**config.mk**
```make
export PLATFORM = sky130hd
export DESIGN_NAME = fft_bf_sched
export DESIGN_NICKNAME = d
export VERILOG_FILES = /design/src/rtl/fft_pkg.sv /design/src/rtl/fft_addr_gen.sv /design/src/rtl/fft_bf_sched.sv
export SDC_FILE = /design/constraint.sdc
export NUM_CORES = 1
export LEC_CHECK = 0
export ABC_CLOCK_PERIOD_IN_PS = 6700
export CAP_MARGIN = 20
export CORE_ASPECT_RATIO = 0.7
export CORE_MARGIN = 3
export CORE_UTILIZATION = 40
export CTS_CLUSTER_SIZE = 28
export DETAILED_ROUTE_END_ITERATION = 8
export SLEW_MARGIN = 15
export SYNTH_ARGS = -nofsm -noshare
export SYNTH_HDL_FRONTEND = slang
export SYNTH_HIERARCHICAL = 1
export SYNTH_SLANG_ARGS = --single-unit
```
**constraint.sdc**
```tcl
create_clock -name clk -period 6.7 [get_ports clk]
set_input_delay 0.67 -clock clk [delete_from_list [all_inputs] [get_ports clk]]
set_output_delay 0.67 -clock clk [all_outputs]
set_load 0.02 [all_outputs]
```
**src/rtl/fft_pkg.sv**
```systemverilog
// Shared types and constants for the in-place radix-2 FFT datapath.
// bitrev() is also used by the sample loader to produce bit-reversed write order.
package fft_pkg;

    typedef enum logic [1:0] {
        IDLE  = 2'd0,
        RUN   = 2'd1,
        DRAIN = 2'd2,
        DONE  = 2'd3
    } state_t;

    localparam int LOG2N_DEF  = 4;
    localparam int RD_LAT_DEF = 1;
    localparam int BF_LAT_DEF = 4;

    // Widest address the helper supports; callers pass the live width in n.
    localparam int BR_W = 16;

    function automatic logic [BR_W-1:0] bitrev(input logic [BR_W-1:0] x, input int n);
        logic [BR_W-1:0] r;
        r = '0;
        for (int i = 0; i < BR_W; i++) begin
            if (i < n) begin
                r[n-1-i] = x[i];
            end
        end
        return r;
    endfunction

endpackage

```
**src/rtl/fft_addr_gen.sv**
```systemverilog
// Butterfly address/twiddle generator: (stage, j) -> operand pair and twiddle index, zero latency.
// Purely combinational; FFT_SCHED_BITREV_EN bit-reverses the stage-0 read pair only.
module fft_addr_gen
    import fft_pkg::*;
#(
    parameter int LOG2N = LOG2N_DEF
) (
    input  logic [LOG2N-2:0] stage,
    input  logic [LOG2N-2:0] j,
    output logic [LOG2N-1:0] rd_a,
    output logic [LOG2N-1:0] rd_b,
    output logic [LOG2N-1:0] wr_a,
    output logic [LOG2N-1:0] wr_b,
    output logic [LOG2N-2:0] tw
);

    localparam int W = LOG2N;

    logic [W-1:0] s;
    logic [W-1:0] jw;
    logic [W-1:0] h;
    logic [W-1:0] mask;
    logic [W-1:0] a;
    logic [W-1:0] b;

    always_comb begin
        s    = W'(stage);
        jw   = W'(j);
        h    = W'(1) << s;
        mask = h - W'(1);
        // Insert a zero at bit s of j: the A operand of the pair that straddles distance h.
        a    = ((jw >> s) << (s + W'(1))) | (jw & mask);
        b    = a + h;
        tw   = (W-1)'((jw & mask) << (W'(W - 1) - s));
        wr_a = a;
        wr_b = b;
        rd_a = a;
        rd_b = b;
`ifdef FFT_SCHED_BITREV_EN
        // Stage 0 reads bank 0 and writes bank 1, so only the reads need reordering.
        if (stage == '0) begin
            rd_a = W'(bitrev(BR_W'(a), W));
            rd_b = W'(bitrev(BR_W'(b), W));
        end
`endif
    end

endmodule

```
**src/rtl/fft_bf_sched.sv**
```systemverilog
// Sequences one shared radix-2 butterfly through a full in-place N-point DIT FFT (FFT_SCHED_BITREV_EN optional).
// Latency: writes trail reads by RD_LAT+BF_LAT cycles; done after LOG2N*(N/2+RD_LAT+BF_LAT) cycles.
// No backpressure: start is only sampled in IDLE and is never queued while busy.
module fft_bf_sched
    import fft_pkg::*;
#(
    parameter int LOG2N  = LOG2N_DEF,
    parameter int RD_LAT = RD_LAT_DEF,
    parameter int BF_LAT = BF_LAT_DEF
) (
    input  logic             clk,
    input  logic             rst_n,
    input  logic             start,
    output logic             busy,
    output logic             done,
    output logic [LOG2N-2:0] stage,
    output logic             rd_en,
    output logic             rd_bank,
    output logic [LOG2N-1:0] rd_addr_a,
    output logic [LOG2N-1:0] rd_addr_b,
    output logic [LOG2N-2:0] tw_idx,
    output logic             wr_en,
    output logic             wr_bank,
    output logic [LOG2N-1:0] wr_addr_a,
    output logic [LOG2N-1:0] wr_addr_b
);

    localparam int L  = RD_LAT + BF_LAT;
    localparam int SW = LOG2N - 1;
    localparam int CW = (L > 1) ? $clog2(L) : 1;

    localparam logic [SW-1:0] J_LAST     = SW'((1 << (LOG2N - 1)) - 1);
    localparam logic [SW-1:0] STAGE_LAST = SW'(LOG2N - 1);
    localparam logic [CW-1:0] CNT_LAST   = CW'(L - 1);

    state_t        state;
    logic [SW-1:0] j;
    logic [CW-1:0] cnt;

    logic [LOG2N-1:0] ag_rd_a;
    logic [LOG2N-1:0] ag_rd_b;
    logic [LOG2N-1:0] ag_wr_a;
    logic [LOG2N-1:0] ag_wr_b;
    logic [SW-1:0]    ag_tw;

    fft_addr_gen #(
        .LOG2N (LOG2N)
    ) u_addr_gen (
        .stage (stage),
        .j     (j),
        .rd_a  (ag_rd_a),
        .rd_b  (ag_rd_b),
        .wr_a  (ag_wr_a),
        .wr_b  (ag_wr_b),
        .tw    (ag_tw)
    );

    always_ff @(posedge clk) begin
        if (!rst_n) begin
            state <= IDLE;
            stage <= '0;
            j     <= '0;
            cnt   <= '0;
            busy  <= 1'b0;
            done  <= 1'b0;
            rd_en <= 1'b0;
        end else begin
            done <= 1'b0;
            case (state)
                IDLE: begin
                    if (start) begin
                        state <= RUN;
                        stage <= '0;
                        j     <= '0;
                        busy  <= 1'b1;
                        rd_en <= 1'b1;
                    end
                end
                RUN: begin
                    if (j == J_LAST) begin
                        state <= DRAIN;
                        cnt   <= '0;
                        rd_en <= 1'b0;
                    end else begin
                        j <= j + SW'(1);
                    end
                end
                DRAIN: begin
                    // The next stage reads the bank this stage is still writing; wait out the pipe.
                    if (cnt == CNT_LAST) begin
                        if (stage == STAGE_LAST) begin
                            state <= DONE;
                            done  <= 1'b1;
                        end else begin
                            state <= RUN;
                            stage <= stage + SW'(1);
                            j     <= '0;
                            rd_en <= 1'b1;
                        end
                    end else begin
                        cnt <= cnt + CW'(1);
                    end
                end
                DONE: begin
                    state <= IDLE;
                    stage <= '0;
                    j     <= '0;
                    busy  <= 1'b0;
                end
                default: begin
                    state <= IDLE;
                end
            endcase
        end
    end

    assign rd_bank   = rd_en & stage[0];
    assign rd_addr_a = rd_en ? ag_rd_a : '0;
    assign rd_addr_b = rd_en ? ag_rd_b : '0;
    assign tw_idx    = rd_en ? ag_tw : '0;

    logic [L-1:0]     dl_vld;
    logic [L-1:0]     dl_bank;
    logic [LOG2N-1:0] dl_a [L];
    logic [LOG2N-1:0] dl_b [L];

    // Idle slots carry zeros so the write port reads all-zero whenever wr_en is low.
    always_ff @(posedge clk) begin
        if (!rst_n) begin
            dl_vld  <= '0;
            dl_bank <= '0;
            for (int i = 0; i < L; i++) begin
                dl_a[i] <= '0;
                dl_b[i] <= '0;
            end
        end else begin
            dl_vld  <= {dl_vld[L-2:0], rd_en};
            dl_bank <= {dl_bank[L-2:0], rd_en & ~stage[0]};
            dl_a[0] <= rd_en ? ag_wr_a : '0;
            dl_b[0] <= rd_en ? ag_wr_b : '0;
            for (int i = 1; i < L; i++) begin
                dl_a[i] <= dl_a[i-1];
                dl_b[i] <= dl_b[i-1];
            end
        end
    end

    assign wr_en     = dl_vld[L-1];
    assign wr_bank   = dl_bank[L-1];
    assign wr_addr_a = dl_a[L-1];
    assign wr_addr_b = dl_b[L-1];

endmodule

```
Word-level counts from Yosys, hierarchy flattened

Memory sizes are Yosys's and may differ from the RTL's.
Cells that the tools add are included.

Add/subtract/negate cells: 7
Equal/unequal tests: 12
Shift-type cells: 4
Muxes and demuxes: 38
Bitwise gates (word level): 15
Reduce and logical (&&, ||, !) cells: 12

Operators with widths:

| operator                                        | count |
|---|---|
| 2-to-1 mux 4 bit                                | 12 |
| 2-to-1 mux 3 bit                                | 9 |
| inequality test 2 bit, second input constant    | 6 |
| one-hot mux 3 bit (4 select lines)              | 1 |
| bitwise OR 1 bit                                | 10 |
| adder 3 x 1 -> 3 bit, second input constant     | 3 |
| one-hot mux 3 bit (3 select lines)              | 1 |
| AND reduction 3 bit                             | 3 |
| 2-to-1 mux 2 bit                                | 4 |
| one-hot mux 2 bit (4 select lines)              | 1 |
| AND reduction 4 bit                             | 2 |
| 2-to-1 mux 1 bit                                | 7 |
| equality test 3 bit, second input constant      | 2 |
| one-hot mux 3 bit (2 select lines)              | 1 |
| nonzero test 3 bit                              | 2 |
| AND reduction 5 bit                             | 1 |
| adder 3 x 1 -> 4 bit, second input constant     | 1 |
| adder 4 bit                                     | 1 |
| AND 3 x 4 -> 4 bit                              | 1 |
| equality test 2 bit, second input constant      | 2 |
| bitwise OR 4 bit                                | 1 |
| nonzero test 2 bit                              | 2 |
| << shifter 1 x 3 -> 4 bit, first input constant | 1 |
| << shifter 4 x 4 -> 3 bit                       | 1 |
| other kinds (12)                                | 13 |

Bits in registers: 24
RAM bits: 40
Bits of input ports: 3
Output and inout bits: 28
Memories kept: 2

Memory list:

| name | words | width | rd ports | clocked after memory_dff | wr ports | RTL line            | source |
|---|---|---|---|---|---|---|---|
| dl_a | 5     | 4     | 5        | 0                        | 5        | fft_bf_sched.sv:124 | `logic [LOG2N-1:0] dl_a [L];` |
| dl_b | 5     | 4     | 5        | 0                        | 5        | fft_bf_sched.sv:125 | `logic [LOG2N-1:0] dl_b [L];` |

Depth between registers and ports, before layout

Depth in word-level cells: 7
Mapped depth: 13

Modules after synthesis

The synthesis kept the hierarchy.

By module, submodules not included:

| module       | times used | cells each | area an instance (um^2) | sequential area each (um^2) |
|---|---|---|---|---|
| fft_bf_sched | 1          | 219        | 2293.4                  | 1281.2 |
| fft_addr_gen | 1          | 63         | 474.2                   | 0.0 |

Least setup slack after synthesis

No wires, ideal clock.

Path type: reg-to-output
From: reg stage[0]
To: out rd_addr_b[2]
Data arrival time: 2707 ps
Slack: 3323 ps
Stages on the path, launching flop included: 10
Buffers on the path: 1
Path through: dfxtp_1 -> buf_6 -> inv_1 -> ha_1 -> o41ai_1 -> ha_1 -> inv_1 -> fa_1 -> xnor2_1 -> and2_1

Cells in the longest elaborated chain, start to end: 6
Elaborated cells on any way between the ends: 9

Ends and longest elaborated chain:

| what                      | RTL line            | source |
|---|---|---|
| start: declaration        | fft_bf_sched.sv:16  | `output logic [LOG2N-2:0] stage,` |
| start signal: assignment  | fft_bf_sched.sv:96  | `stage <= stage + SW'(1);` |
| << shifter 1 x 3 -> 4 bit | fft_addr_gen.sv:29  | `h = W'(1) << s;` |
| subtractor 4 x 1 -> 4 bit | fft_addr_gen.sv:30  | `mask = h - W'(1);` |
| AND 3 x 4 -> 4 bit        | fft_addr_gen.sv:32  | `a = ((jw >> s) << (s + W'(1))) \| (jw & mask);` |
| bitwise OR 4 bit (*)      | fft_addr_gen.sv:32  |  |
| named net ag_rd_a[0]      | fft_bf_sched.sv:40  | `logic [LOG2N-1:0] ag_rd_a;` |
| adder 4 bit (*)           | fft_addr_gen.sv:33  | `b = a + h;` |
| named net ag_rd_b[2]      | fft_bf_sched.sv:41  | `logic [LOG2N-1:0] ag_rd_b;` |
| 2-to-1 mux 4 bit (*)      | fft_bf_sched.sv:119 | `assign rd_addr_b = rd_en ? ag_rd_b : '0;` |
| end: declaration          | fft_bf_sched.sv:20  | `output logic [LOG2N-1:0] rd_addr_b,` |

The timed path passes the listed nets; every way through them passes the cells marked *.

Worst setup path in the final report

Same ends and word-level chain as after synthesis.

==> impl_metrics.csv <==
group,metric,value,unit
finish,multi_input_area,1260,um2
place,gp_congestion,0.823,
worst_hold_path,min_path_cells,1,
yosys,yosysTopAreaCell,"dfxtp_1",
pwr,power_density,291,nW/um2
yosys,yosysSeqAreaShare,46.3,%
drt,ant_nets,0,
clocking,cts_hold_buf,0,
die,die_w,105,um
worst_setup_path,crit_path_end_kind,"primary output",
drt,drt_drc_violations_left,0,
finish,drive_above_1_share,9.60,%
drt,viasPerCell,4.48,
timing,fmax,224,MHz
worst_hold_path,holdCritStartpoint,"dl_bank[3]",
clocking,path_clk_slew,0.07,ns
worst_setup_path,reg2reg_from,"stage[0]",
worst_hold_path,hold_path.class,"flop to flop",
timing,fin_crit_sh,66.7,%
die,die_h,75.6,um
pwr,p_int,0.667,mW
timing,finClkSkew,0.00569,ns
clocking,clock_tree.root_cell,"clkbuf_8",
clocking,clk_path_buf_depth,2,
pwr,vdd_drop_max,129,uV
worst_setup_path,critPathArrivalTime,3.80,ns
yosys,netlist_area,2770,um2
yosys,syn-num-nets,305,
worst_setup_path,path_class,"flop to primary output",
yosys,ys_top_cells_by_count,"dfxtp_1 (64), and2_1 (54), ha_1 (19)",
drt,routed_wl,4320,um
die,rows,24,
yosys,ys_seq_elements,64,
place,dp_slack,2.55,ns
worst_setup_path,cp-startpoint,"stage[0]",
clocking,clock_sinks,64,
clocking,postCtsSetupBuffers,0,
worst_setup_path,ff2ff_path_depth,8,
timing,setup_viol,0,
timing,setup_ws,2.23,ns
drt,drt-initial-drc-count,53,
yosys,synth-edff-count,0,
finish,finalNetCount,320,
die,coreArea,6460,um2
die,pin_count,31,
yosys,synth_cell_types,48,
yosys,avgSynthCellArea,9.81,um2
global_route,grt_util_all_layers,12.0,%
pwr,pwr-share-seq,46.0,%
global_route,grt_pass1_vias,1666,
yosys,synthTopCellsByArea,"dfxtp_1 (46%), and2_1 (12%), ha_1 (8.6%)",
finish,antenna_cells,0,
worst_setup_path,crit_fanout,16,
yosys,syn_inst,282,
global_route,grt_overflow_total,0,
worst_setup_path,required,6.03,ns
die,die_area,7970,um2
finish,post-route-util,49.9,%
timing,drv_slew,0,
pwr,p_comb_share,18.7,%
drt,avgRoutedWirePerCell,11.0,um
global_route,grt_first_pass_wirelength,7430,um
worst_hold_path,hold_end,"dl_bank[4]",
drt,dr.max_layer_used,"met4",
place,hpwl,2930,um
drt,wl_met3,165,um
run_status,status,"finished, final reports clean",
clocking,post_cts_resized,0,
timing,hold_violations,0,
pwr,power,0.937,mW
finish,nFillCells,617,
drt,vias,1760,
drt,wl_met2,1830,um
yosys,synthMostInstantiatedCell,"dfxtp_1",
worst_setup_path,worst-r2r-setup-slack,3.72,ns
timing,tns,0,ns
global_route,grt_max_degree,62,
pwr,switchingPower,0.270,mW
yosys,yosys_most_used_dff,"dfxtp_1",
drt,drt_pre_antenna_iters,4,
clocking,clock_latency,0.33,ns
pwr,power.leakage,1.34,nW
place,port_buffers,30,
clocking,h-tree-depth,3,
die,start_util,42.9,%
timing,slew-limit-headroom,63.1,%
global_route,antenna_found_initial,0,
worst_setup_path,start_kind,"flop",
finish,area_delta_synth_final,16.4,%
finish,seq_area,1280,um2
yosys,synth_top_area_share,46.3,%
timing,rsz0062_at_grt,"false",
drt,wirelength_met1,2250,um
timing,worst_slew_pin_slew,0.552,ns
pwr,p_sw_share,28.8,%
run,maxCapViolCount,0,
yosys,async_flop_share,0,%
clocking,tritoncts,"yes",
clocking,cts_made_buffers,9,
pwr,pwr-share-clk,35.3,%
worst_setup_path,r2r_end,"dl_b[0][2]",
yosys,yosys_warnings,6,
timing,fin_crit,4.47,ns
[layer usage]
metal / vias to the layer above / track usage [%]
met4: 0 / 4.51
met3: 9 / 5.33
met2: 24 / 18.5
met5: - / 0
li1: 937 / -
met1: 790 / 14.9
[power groups by stage]
stage	logic [mW]	clock network (mW)	registers, mW
floorplan	0.141	0	0.431
global placement	0.175	0	0.440
detailed placement	0.175	0	0.441
CTS	0.176	0.344	0.432
global route	0.196	0.360	0.436
finish	0.175	0.330	0.431
[worst max path at each step]
stage,endpoint,slack (ns),cells after the start
2_1_floorplan,rd_addr_b[2],3.32,9
3_3_place_gp,rd_addr_b[3],2.71,10
3_5_place_dp,rd_addr_b[2],2.55,9
4_1_cts,rd_addr_b[2],2.18,9
5_1_grt,rd_addr_b[2],1.92,9
6_report,rd_addr_b[2],2.23,9
[area by class of cell]
cell class / count / area share (%)
timing repair buffer: 31 / 9.56
sequential: 64 / 39.8
multi-input combinational: 176 / 39.0
inverter: 15 / 1.75
tap: 91 / 3.54
clock inverter: 6 / 2.10
clock buffer: 10 / 4.27
[critical path, cell delays in order, from the launching register on]
cell and delay, ns:
dfxtp_1 0.66, inv_1 0.20, ha_1 0.41, o41ai_1 0.56, ha_1 0.28, inv_1 0.06, fa_1 0.37, xnor2_1 0.19
and2_1 0.14, clkdlybuf4s50_1 0.60
[kinds of logic after synthesis]
logic type      count (synthesis)  synth area share [%]
xor+xnor                        5                  1.58
fa+ha+maj                      20                  9.31
flops                          64                  46.3
buf+inv                        42                  8.32
compound gates                 37                  9.77
mux                             3                  1.27
simple gates                  111                  23.5
[per-stage QoR]
stage	area (um2)	cells	hold slack [ns]
final	3220	393	0.425
after global routing	3220	393	0.440
after CTS	3220	393	0.426
after floorplan	2770	282	0.412
after detailed placement	3020	377	0.417
after global placement	3020	377	0.413
[sequential cells by signal, indices dropped and copies added (netlist names)]
name / flops
cnt: 3
done: 1
dl_a: 20
rd_en: 1
dl_vld: 5
stage: 3
dl_b: 20
busy: 1
dl_bank: 5
j: 3
state: 2
[layout by cell type (no fill, tap or decap), types with 2 or more instances in the layout]
cell type | netlist | routed
a21oi_1 | 10 | 10
a32o_1 | 3 | 3
and2_1 | 54 | 54
and2b_2 | 2 | 2
and3_1 | 8 | 8
clkbuf_8 | 0 | 10
clkdlybuf4s50_1 | 0 | 30
clkinvlp_4 | 0 | 2
dfxtp_1 | 64 | 64
ha_1 | 19 | 19
inv_1 | 15 | 15
mux2i_1 | 2 | 2
nand2_1 | 17 | 17
nand2b_1 | 2 | 2
nand3_1 | 3 | 3
nand3b_1 | 2 | 2
nor2_1 | 8 | 8
nor2b_1 | 4 | 4
nor3_1 | 2 | 2
o21ai_0 | 8 | 8
o22ai_1 | 3 | 3
xnor2_1 | 2 | 2
xor2_1 | 3 | 3
(Power assumes the default switching activity.)
